$ cat src/rtl/cpu_types_pkg.sv
// Shared CPU types: machine word, RAM handshake state and memory arbiter state.
package cpu_types_pkg;
  parameter int WORD_W = 32;

  typedef logic [WORD_W-1:0] word_t;

  typedef enum logic [1:0] {
    FREE   = 2'd0,
    BUSY   = 2'd1,
    ACCESS = 2'd2,
    ERROR  = 2'd3
  } ramstate_t;

  typedef enum logic [1:0] {
    IDLE  = 2'd0,
    GNT_I = 2'd1,
    GNT_D = 2'd2
  } arb_state_t;

  // Encoding of the round-robin history bit: which requester completed last.
  localparam logic LAST_I = 1'b0;
  localparam logic LAST_D = 1'b1;
endpackage

$ cat src/rtl/mem_arb_pick.sv
// Combinational grant selection between icache and dcache requests.
// MEM_ARB_RR_EN selects round-robin; otherwise dcache has fixed priority.
module mem_arb_pick
  import cpu_types_pkg::*;
(
  input  logic ireq,
  input  logic dreq,
  input  logic last_gnt,
  output logic gnt_i,
  output logic gnt_d
);

`ifdef MEM_ARB_RR_EN
  // On contention the requester that did not complete last goes first.
  always_comb begin
    gnt_d = dreq & (~ireq | (last_gnt == LAST_I));
    gnt_i = ireq & ~gnt_d;
  end
`else
  logic unused_last_gnt;
  assign unused_last_gnt = last_gnt;

  always_comb begin
    gnt_d = dreq;
    gnt_i = ireq & ~dreq;
  end
`endif

endmodule

$ cat src/rtl/mem_arbiter.sv
// Memory arbiter: multiplexes icache and dcache requests onto the single RAM port.
// Optional macro MEM_ARB_RR_EN enables round-robin arbitration (default: dcache priority).
module mem_arbiter
  import cpu_types_pkg::*;
#(
  parameter int ADDR_W = 32,
  parameter int DATA_W = 32
) (
  input  logic              CLK,
  input  logic              nRST,
  input  logic              iREN,
  input  logic [ADDR_W-1:0] iaddr,
  output logic              iwait,
  output logic [DATA_W-1:0] iload,
  input  logic              dREN,
  input  logic              dWEN,
  input  logic [ADDR_W-1:0] daddr,
  input  logic [DATA_W-1:0] dstore,
  output logic              dwait,
  output logic [DATA_W-1:0] dload,
  output logic              ramREN,
  output logic              ramWEN,
  output logic [ADDR_W-1:0] ramaddr,
  output logic [DATA_W-1:0] ramstore,
  input  logic [DATA_W-1:0] ramload,
  input  ramstate_t         ramstate,
  output logic              ram_err
);

  arb_state_t state, next_state;
  logic       dreq;
  logic       gnt_i, gnt_d;
  logic       last_gnt;

  assign dreq  = dREN | dWEN;
  assign iload = ramload;
  assign dload = ramload;

  mem_arb_pick u_pick (
    .ireq     (iREN),
    .dreq     (dreq),
    .last_gnt (last_gnt),
    .gnt_i    (gnt_i),
    .gnt_d    (gnt_d)
  );

  always_ff @(posedge CLK or negedge nRST) begin
    if (!nRST) begin
      state   <= IDLE;
      ram_err <= 1'b0;
    end else begin
      state <= next_state;
      if (state != IDLE && ramstate == ERROR)
        ram_err <= 1'b1;
    end
  end

`ifdef MEM_ARB_RR_EN
  always_ff @(posedge CLK or negedge nRST) begin
    if (!nRST)
      last_gnt <= LAST_D;
    else if (state == GNT_I && !iwait)
      last_gnt <= LAST_I;
    else if (state == GNT_D && !dwait)
      last_gnt <= LAST_D;
  end
`else
  assign last_gnt = LAST_D;
`endif

  // A dropped enable releases the RAM immediately and returns to IDLE without a wait pulse.
  always_comb begin
    next_state = state;
    iwait      = 1'b1;
    dwait      = 1'b1;
    ramREN     = 1'b0;
    ramWEN     = 1'b0;
    ramaddr    = '0;
    ramstore   = '0;
    case (state)
      IDLE: begin
        if (gnt_d)
          next_state = GNT_D;
        else if (gnt_i)
          next_state = GNT_I;
      end
      GNT_I: begin
        if (!iREN) begin
          next_state = IDLE;
        end else begin
          ramREN  = 1'b1;
          ramaddr = iaddr;
          if (ramstate == ACCESS) begin
            iwait      = 1'b0;
            next_state = IDLE;
          end
        end
      end
      GNT_D: begin
        if (!dreq) begin
          next_state = IDLE;
        end else begin
          ramaddr = daddr;
          if (dWEN) begin
            ramWEN   = 1'b1;
            ramstore = dstore;
          end else begin
            ramREN = 1'b1;
          end
          if (ramstate == ACCESS) begin
            dwait      = 1'b0;
            next_state = IDLE;
          end
        end
      end
      default: next_state = IDLE;
    endcase
  end

endmodule

$ cat config.mk
export PLATFORM = sky130hd
export DESIGN_NAME = mem_arbiter
export DESIGN_NICKNAME = d
export VERILOG_FILES = /design/src/rtl/cpu_types_pkg.sv /design/src/rtl/mem_arb_pick.sv /design/src/rtl/mem_arbiter.sv
export SDC_FILE = /design/constraint.sdc
export NUM_CORES = 1
export LEC_CHECK = 0
export BUFFER_PORTS_ARGS = -buffer_cell sky130_fd_sc_hd__buf_2
export CAP_MARGIN = 5
export CORE_AREA = 5 5 100 102
export DETAILED_ROUTE_END_ITERATION = 7
export DIE_AREA = 0 0 105 107
export GPL_TIMING_DRIVEN = 0
export SETUP_SLACK_MARGIN = 0.05
export SLEW_MARGIN = 25
export SYNTH_ARGS = -nofsm -noshare
export SYNTH_HDL_FRONTEND = slang
export SYNTH_SLANG_ARGS = --single-unit
$ cat constraint.sdc
create_clock -name CLK -period 1.9 [get_ports CLK]
set_clock_uncertainty 0.1 [all_clocks]
set_input_delay 0.38 -clock CLK [delete_from_list [all_inputs] [get_ports CLK]]
set_output_delay 0.38 -clock CLK [all_outputs]
set_load 0.01 [all_outputs]
==> results_dict.tcl, run 1 <==
set metrics [dict create \
    route.detailed.vias_per_inst 4.11 \
    largest_net_degree_at_the_start_of_global_routing 11 \
    footprint_of_the_multi_input_gates_mm2 0.00104 \
    worst_setup_hold_path_clk_slew_ns 0.03 \
    area_delta_synth_final_pct 133 \
    first_pass_iters 4 \
    route.vias.total 2345 \
    post_synth_main_area_contributors "buf_4, a22oi_1, nor2b_1" \
    syn-mean-instance-area_um2 7.06 \
    routed_wirelength_um 8050 \
    fp.coreArea_mm2 0.00902 \
    chip_height_um 107 \
    place.detailed.hpwl_um 6530 \
    nets 600 \
    fmax_ghz 0.476 \
    tightestPinTransition_ns 0.432 \
    max-slew-margin-rel 0.712 \
    dr.first_iter.drc_count 69 \
    violations "negative setup slack" \
    internal_power_mw 1.53 \
    power_frac_seq 0.036 \
    rows 35 \
    timing.critical_path.slowest_stage_cell "dfrtp_1" \
    yosysWarningCount 0 \
    final-hold-violation-count 0 \
    fillerInstances 949 \
    worst-path-max-fanout 10 \
    wire_length_of_the_first_global_routing_pass_um 11300 \
    synthDistinctLibCells 23 \
    cts_h_tree_lvls 1 \
    cp.required_ns 1.42 \
    final_count_of_negative_setup_slack_endpoints 64 \
    timing.final.crit_share 1.10 \
    clkSinkCount 3 \
    critical_path.startpoint "state[1]" \
    clock_path_buffers 2 \
    synth.net_count 346 \
    layout_setup_ws_ns -0.199 \
    power.switching_fraction 0.415 \
    grt_remaining_overflow 0 \
    critPathKind "reg2out" \
    routed_wire_length_per_instance_um 14.1 \
    critical-path-max-stage-delay_ns 0.40 \
    synth_area_mm2 0.00146 \
    fin_setup_tns_ns -7.84 \
    floorplan.initialDensity 0.162 \
    final_util 0.378 \
    total_leakage_power_nw 1.92 \
    critPathLaunchType "register" \
    critPathArrivalTime_ns 1.62 \
    cts-buffers-inserted 3 \
    synth_top_cell_area_share 0.329 \
    finalWeightedCongestion 0.828 \
    worst_hold_path_type "in2reg" \
    root_buffer "clkbuf_8" \
    min_period_ns 2.10 \
    floorplan.die.width_um 105 \
    peakVddDrop_v 0.000348 \
    pwr-share-clk 0.070 \
    dp_worst_setup_slack_ns -0.306 \
    hp-start "ramstate[0]" \
    synth.ff_latch_count 3 \
    grt_antenna_before_repair 0 \
    p_per_area_mw_per_mm2 770 \
    synth_largest_area_cell "buf_4" \
    switchingPower_mw 1.09 \
    path_cells "buf_6 -> ha_4 -> o21a_4 -> buf_8 -> a22oi_2 -> nor2b_2 -> buf_2" \
    port_buffers 235 \
    insertedDiodeCount 0 \
    power.combinational.fraction 0.894 \
    grt_usage 0.117 \
    io_pins 268 \
    drcViolationCount 0 \
    number_of_cells_produced_by_synthesis 207 \
    timing_max_transition_violations_final 0 \
    reg2reg_launch_point "state[1]" \
    yosysSeqAreaShare 0.0514 \
    design.die.area_mm2 0.0112 \
    clock_insertion_delay_worst_skew_ns 0.21 \
    run_status "finished, violations left" \
    ant_nets 0 \
    drive_above_1_share 0.824 \
    setup_repair_after_global_routing_missed_its_margin "true" \
    timing.max_cap.violations 0 \
    tritoncts "yes" \
    sequential_cell_area_um2 75.1 \
    number_of_global_route_vias_before_repair 2380 \
    worst_setup_path_end_kind "primary output" \
]
-- synth_stat cells --
master     n
buf_4     64
nor2b_1   33
a22oi_1   32
and3_1    29
clkbuf_1   9
buf_2      7
nand2_1    5
ha_1       4
and2_1     3
and3_2     3
dfrtp_1    3
inv_1      2
nor2_1     2
o21ai_0    2
a211oi_1   1
a21oi_1    1
a22o_1     1
a32o_1     1
buf_6      1
o21a_2     1
o21ai_1    1
o21bai_1   1
or4b_1     1
-- per-layer routing --
layer / part of all wire / GRT usage
met5: 0 / 0
met4: 0 / 0.0110
met3: 0.080 / 0.0229
met2: 0.56 / 0.229
met1: 0.36 / 0.135
-- power groups by stage --
stage	Combinational, mW	Clock, mW	Sequential [mW]
3_3_place_gp	1.66	0	0.0976
2_1_floorplan	1.03	0	0.0947
3_5_place_dp	1.67	0	0.0995
6_report	2.35	0.183	0.0951
4_1_cts	2.20	0.190	0.0942
5_1_grt	2.53	0.197	0.0968
-- area by class of cell --
| type | count | area share |
|---|---|---|
| inverters | 2 | 0.00220 |
| clock buffers | 4 | 0.0132 |
| well taps | 111 | 0.0407 |
| flip-flops and latches | 3 | 0.0220 |
| repair buffers | 249 | 0.413 |
| plain buffers | 81 | 0.203 |
| multi-input cells | 121 | 0.306 |
-- cells by family after synthesis --
| kind of cell | Yosys count | synth area share |
|---|---|---|
| flops | 3 | 0.0514 |
| buf+inv | 83 | 0.389 |
| fa+ha+maj | 4 | 0.0342 |
| simple gates | 76 | 0.318 |
| compound gates | 41 | 0.207 |
-- state kept, by name (all words and copies together), names as in the netlist --
name,flops
state,2
ram_err,1
-- stage by stage --
stage                     cells  hold WS, ns  instance area (um2)  total power, mW
after floorplan             207      -0.0156                 1460             1.13
after global placement      553       0.0796                 2780             1.75
after detailed placement    553       0.0809                 2780             1.77
after CTS                   569        0.314                 3200             2.48
after global routing        571        0.372                 3410             2.82
final                       571        0.316                 3410             2.63
-- cell usage in the layout (no fill, tap or decap), types with 3 or more instances in the layout --
cell type / n
and3_4: 10
a22oi_2: 29
clkbuf_1: 4
buf_2: 226
dfrtp_1: 3
buf_12: 4
clkbuf_8: 5
and3_1: 19
nand2_1: 5
buf_4: 70
buf_6: 15
nor2b_1: 32
a22oi_1: 3
and3_2: 3
buf_8: 6
-- critical path, delay by kind of cell (launching register included) --
kind / cells / cell delay [ns]
simple gates: 1 / 0.07
flops: 1 / 0.40
fa+ha+maj: 1 / 0.16
compound gates: 2 / 0.34
buf+inv: 3 / 0.44
-- path summary, 6_finish.rpt --
| check | endpoint | slack (ns) | cells past startpoint |
|---|---|---|---|
| worst max-delay path | ramaddr[15] | -0.20 | 7 |
| worst min-delay path | ram_err | 0.32 | 3 |
| worst max register to register | state[1] | 0.37 | 5 |
| worst min register to register | ram_err | 0.38 | 1 |
| max in group asynchronous | state[0] | 1.20 | 2 |
| min in group asynchronous | ram_err | 0.39 | 2 |
-- what timing repair did --
action                                  4_1_cts  5_1_grt
hold buffers                                  1        0
buffers inserted                              9        1
resized for setup                            71       37
gates cloned                                  2        2
pin swaps                                     4        1
hold endpoints to repair                      3        0
endpoints found under the setup margin       65       68
Note: power is estimated with default switching activity, not from simulation.
==> inputs of run 2 (changes only) <==
--- a/config.mk
+++ b/config.mk
@@ -5,13 +5,14 @@
 export SDC_FILE = /design/constraint.sdc
 export NUM_CORES = 1
 export LEC_CHECK = 0
+export ABC_AREA = 1
 export BUFFER_PORTS_ARGS = -buffer_cell sky130_fd_sc_hd__buf_2
 export CAP_MARGIN = 5
-export CORE_AREA = 5 5 100 102
+export CORE_AREA = 5 5 101 103
 export DETAILED_ROUTE_END_ITERATION = 7
-export DIE_AREA = 0 0 105 107
+export DIE_AREA = 0 0 106 108
 export GPL_TIMING_DRIVEN = 0
-export SETUP_SLACK_MARGIN = 0.05
+export SETUP_SLACK_MARGIN = 0.15
 export SLEW_MARGIN = 25
 export SYNTH_ARGS = -nofsm -noshare
 export SYNTH_HDL_FRONTEND = slang
==> results_dict.tcl, run 2 <==
set metrics [dict create \
    run_status "finished, violations left" \
    violations "negative setup slack" \
    hold-worst-slack_ns 0.357 \
    floorplan.die.width_um 106 \
    post_synth_main_area_contributors "buf_4, nand2_1, a21oi_2" \
    synthMostInstantiatedCell "buf_4" \
    total_leakage_power_nw 2.14 \
    fillerInstances 968 \
    routed_wire_length_per_instance_um 12.5 \
    timing.final.crit_share 1.09 \
    registers.top_by_ff_count "state" \
    number_of_global_route_vias_before_repair 2544 \
    layoutNonFillerInstCount 652 \
    p_per_area_mw_per_mm2 893 \
    chip_height_um 108 \
    number_of_synthesized_flops_with_an_enable_pin 0 \
    worst_hold_path_type "in2reg" \
    worst-path-max-fanout 10 \
    final_count_of_negative_setup_slack_endpoints 66 \
    wire_length_of_the_first_global_routing_pass_um 12200 \
    timing_max_transition_violations_final 0 \
    async_reset_ff_frac 1.00 \
    critPathKind "reg2out" \
    dp_worst_setup_slack_ns -0.188 \
    drive_above_1_share 0.774 \
    final-hold-violation-count 0 \
    layout_setup_ws_ns -0.175 \
    route.detailed.vias_per_inst 3.89 \
    setup_repair_after_global_routing_missed_its_margin "true" \
    peakVddDrop_v 0.000564 \
    grt_antenna_before_repair 0 \
    fin_setup_tns_ns -7.88 \
    layout_commonest_cell "buf_2" \
    finalInstanceArea_mm2 0.00354 \
    place.detailed.hpwl_um 6970 \
    placed_cells 629 \
    clock_path_buffers 2 \
    cts_h_tree_lvls 1 \
    largest_register_ffs 2 \
    nets 681 \
    insertedDiodeCount 0 \
    grt_usage 0.128 \
    number_of_cells_produced_by_synthesis 283 \
    largest_net_degree_at_the_start_of_global_routing 11 \
    synth_top_cell_area_share 0.298 \
    finalWeightedCongestion 0.788 \
    worst_setup_hold_path_clk_slew_ns 0.03 \
    yosysWarningCount 0 \
    fp.coreArea_mm2 0.00911 \
    dr.first_iter.drc_count 51 \
    min_period_ns 2.07 \
    port_buffers 235 \
    biggest_regs "state x2, ram_err x1" \
    routed_wirelength_um 8180 \
    drcViolationCount 0 \
    route.vias.total 2535 \
    fmax_ghz 0.482 \
    final_util 0.388 \
    critPathLaunchType "register" \
    floorplan.initialDensity 0.177 \
    area_delta_synth_final_pct 119 \
    synthDistinctLibCells 18 \
    layout.cells.most_common_list "buf_2, buf_4, nand2_1" \
    tightestPinTransition_ns 0.299 \
    io_pins 268 \
    timing.max_cap.violations 0 \
    ant_nets 0 \
    rows 35 \
    clkSinkCount 3 \
    syn-mean-instance-area_um2 5.70 \
    grt_remaining_overflow 0 \
    max-slew-margin-rel 0.800 \
    netlist_top_cells_count "buf_4, nand2_1, inv_1" \
    clock_insertion_delay_worst_skew_ns 0.23 \
    fin_total_pwr_mw 3.16 \
    synth_largest_area_cell "buf_4" \
    synth_area_mm2 0.00161 \
    placed_area_mm2 0.00293 \
    tritoncts "yes" \
    critPathArrivalTime_ns 1.59 \
    synth.net_count 422 \
    cp.required_ns 1.42 \
    synth-main-ff-cell "dfrtp_1" \
    r2r_setup_slack_ns 0.44 \
    cts-buffers-inserted 3 \
    worst_setup_path_end_kind "primary output" \
    design.die.area_mm2 0.0114 \
    synth.ff_latch_count 3 \
    root_buffer "clkbuf_8" \
    yosysSeqAreaShare 0.0465 \
    first_pass_iters 4 \
]
-- run 2: cell count changes after synthesis, moves of 20 or more --
cell	change
nand2_1	+57
nor2b_1	-33
nand2_2	+20
a22oi_1	-32
nor2_1	+35
and3_1	-29
inv_1	+39
-- run 2: path summary, 6_finish.rpt --
check                             from          to  cells after the start
max                           state[0]  ramaddr[7]                      8
min                        ramstate[0]     ram_err                      3
max reg2reg                   state[1]    state[1]                      9
min reg2reg                    ram_err     ram_err                      1
max in group asynchronous         nRST    state[1]                      2
min in group asynchronous         nRST    state[0]                      2
-- run 2: cell type report --
| cell class | instances | area [um2] | area share |
|---|---|---|---|
| timing repair buffer | 254 | 1420 | 0.401 |
| multi-input combinational | 162 | 1030 | 0.292 |
| buffer | 76 | 656 | 0.185 |
| inverter | 42 | 173 | 0.0488 |
| tap | 111 | 139 | 0.0393 |
| sequential | 3 | 75.1 | 0.0212 |
| clock buffer | 4 | 45.0 | 0.0127 |
-- run 2: cell families (layout without fill, tap and decap cells) --
| group | after synthesis | count (layout) | share of synthesized area |
|---|---|---|---|
| buffers and inverters | 118 | 376 | 0.443 |
| AOI/OAI and AO/OA | 36 | 36 | 0.157 |
| and+or+nand+nor | 122 | 122 | 0.322 |
| adders and majority gates | 4 | 4 | 0.0310 |
| DFF | 3 | 3 | 0.0465 |
-- run 2: repair_timing --
item,4_1_cts,5_1_grt
buffers inserted,9,5
gates resized for setup,65,44
gates cloned,4,0
hold buffers,1,0
setup endpoints to repair,68,68
endpoints found under the hold margin,3,0
pin swaps,8,9
-- run 2: per-layer routing --
metal | vias up | routed length, um | global-route usage
met2 | 157 | 4340 | 0.253
met3 | 5 | 914 | 0.0322
met5 | - | 0 | 0
met1 | 1082 | 2870 | 0.138
li1 | 1291 | - | -
met4 | 0 | 57 | 0.0231
-- run 2: worst max-delay path, stage by stage, from the launching register on --
cell and delay, ns:
dfrtp_1 0.41, inv_2 0.10, ha_4 0.18, nand2_8 0.07
nand2_8 0.13, buf_12 0.15, nand2_2 0.06, a21oi_2 0.12
buf_2 0.14
-- run 2: report_power, final --
group	switching (mW)	total [mW]	internal, mW
registers	0.0224	0.106	0.0833
logic	1.51	2.86	1.35
clock network	0.0494	0.193	0.144
total	1.58	3.16	1.58
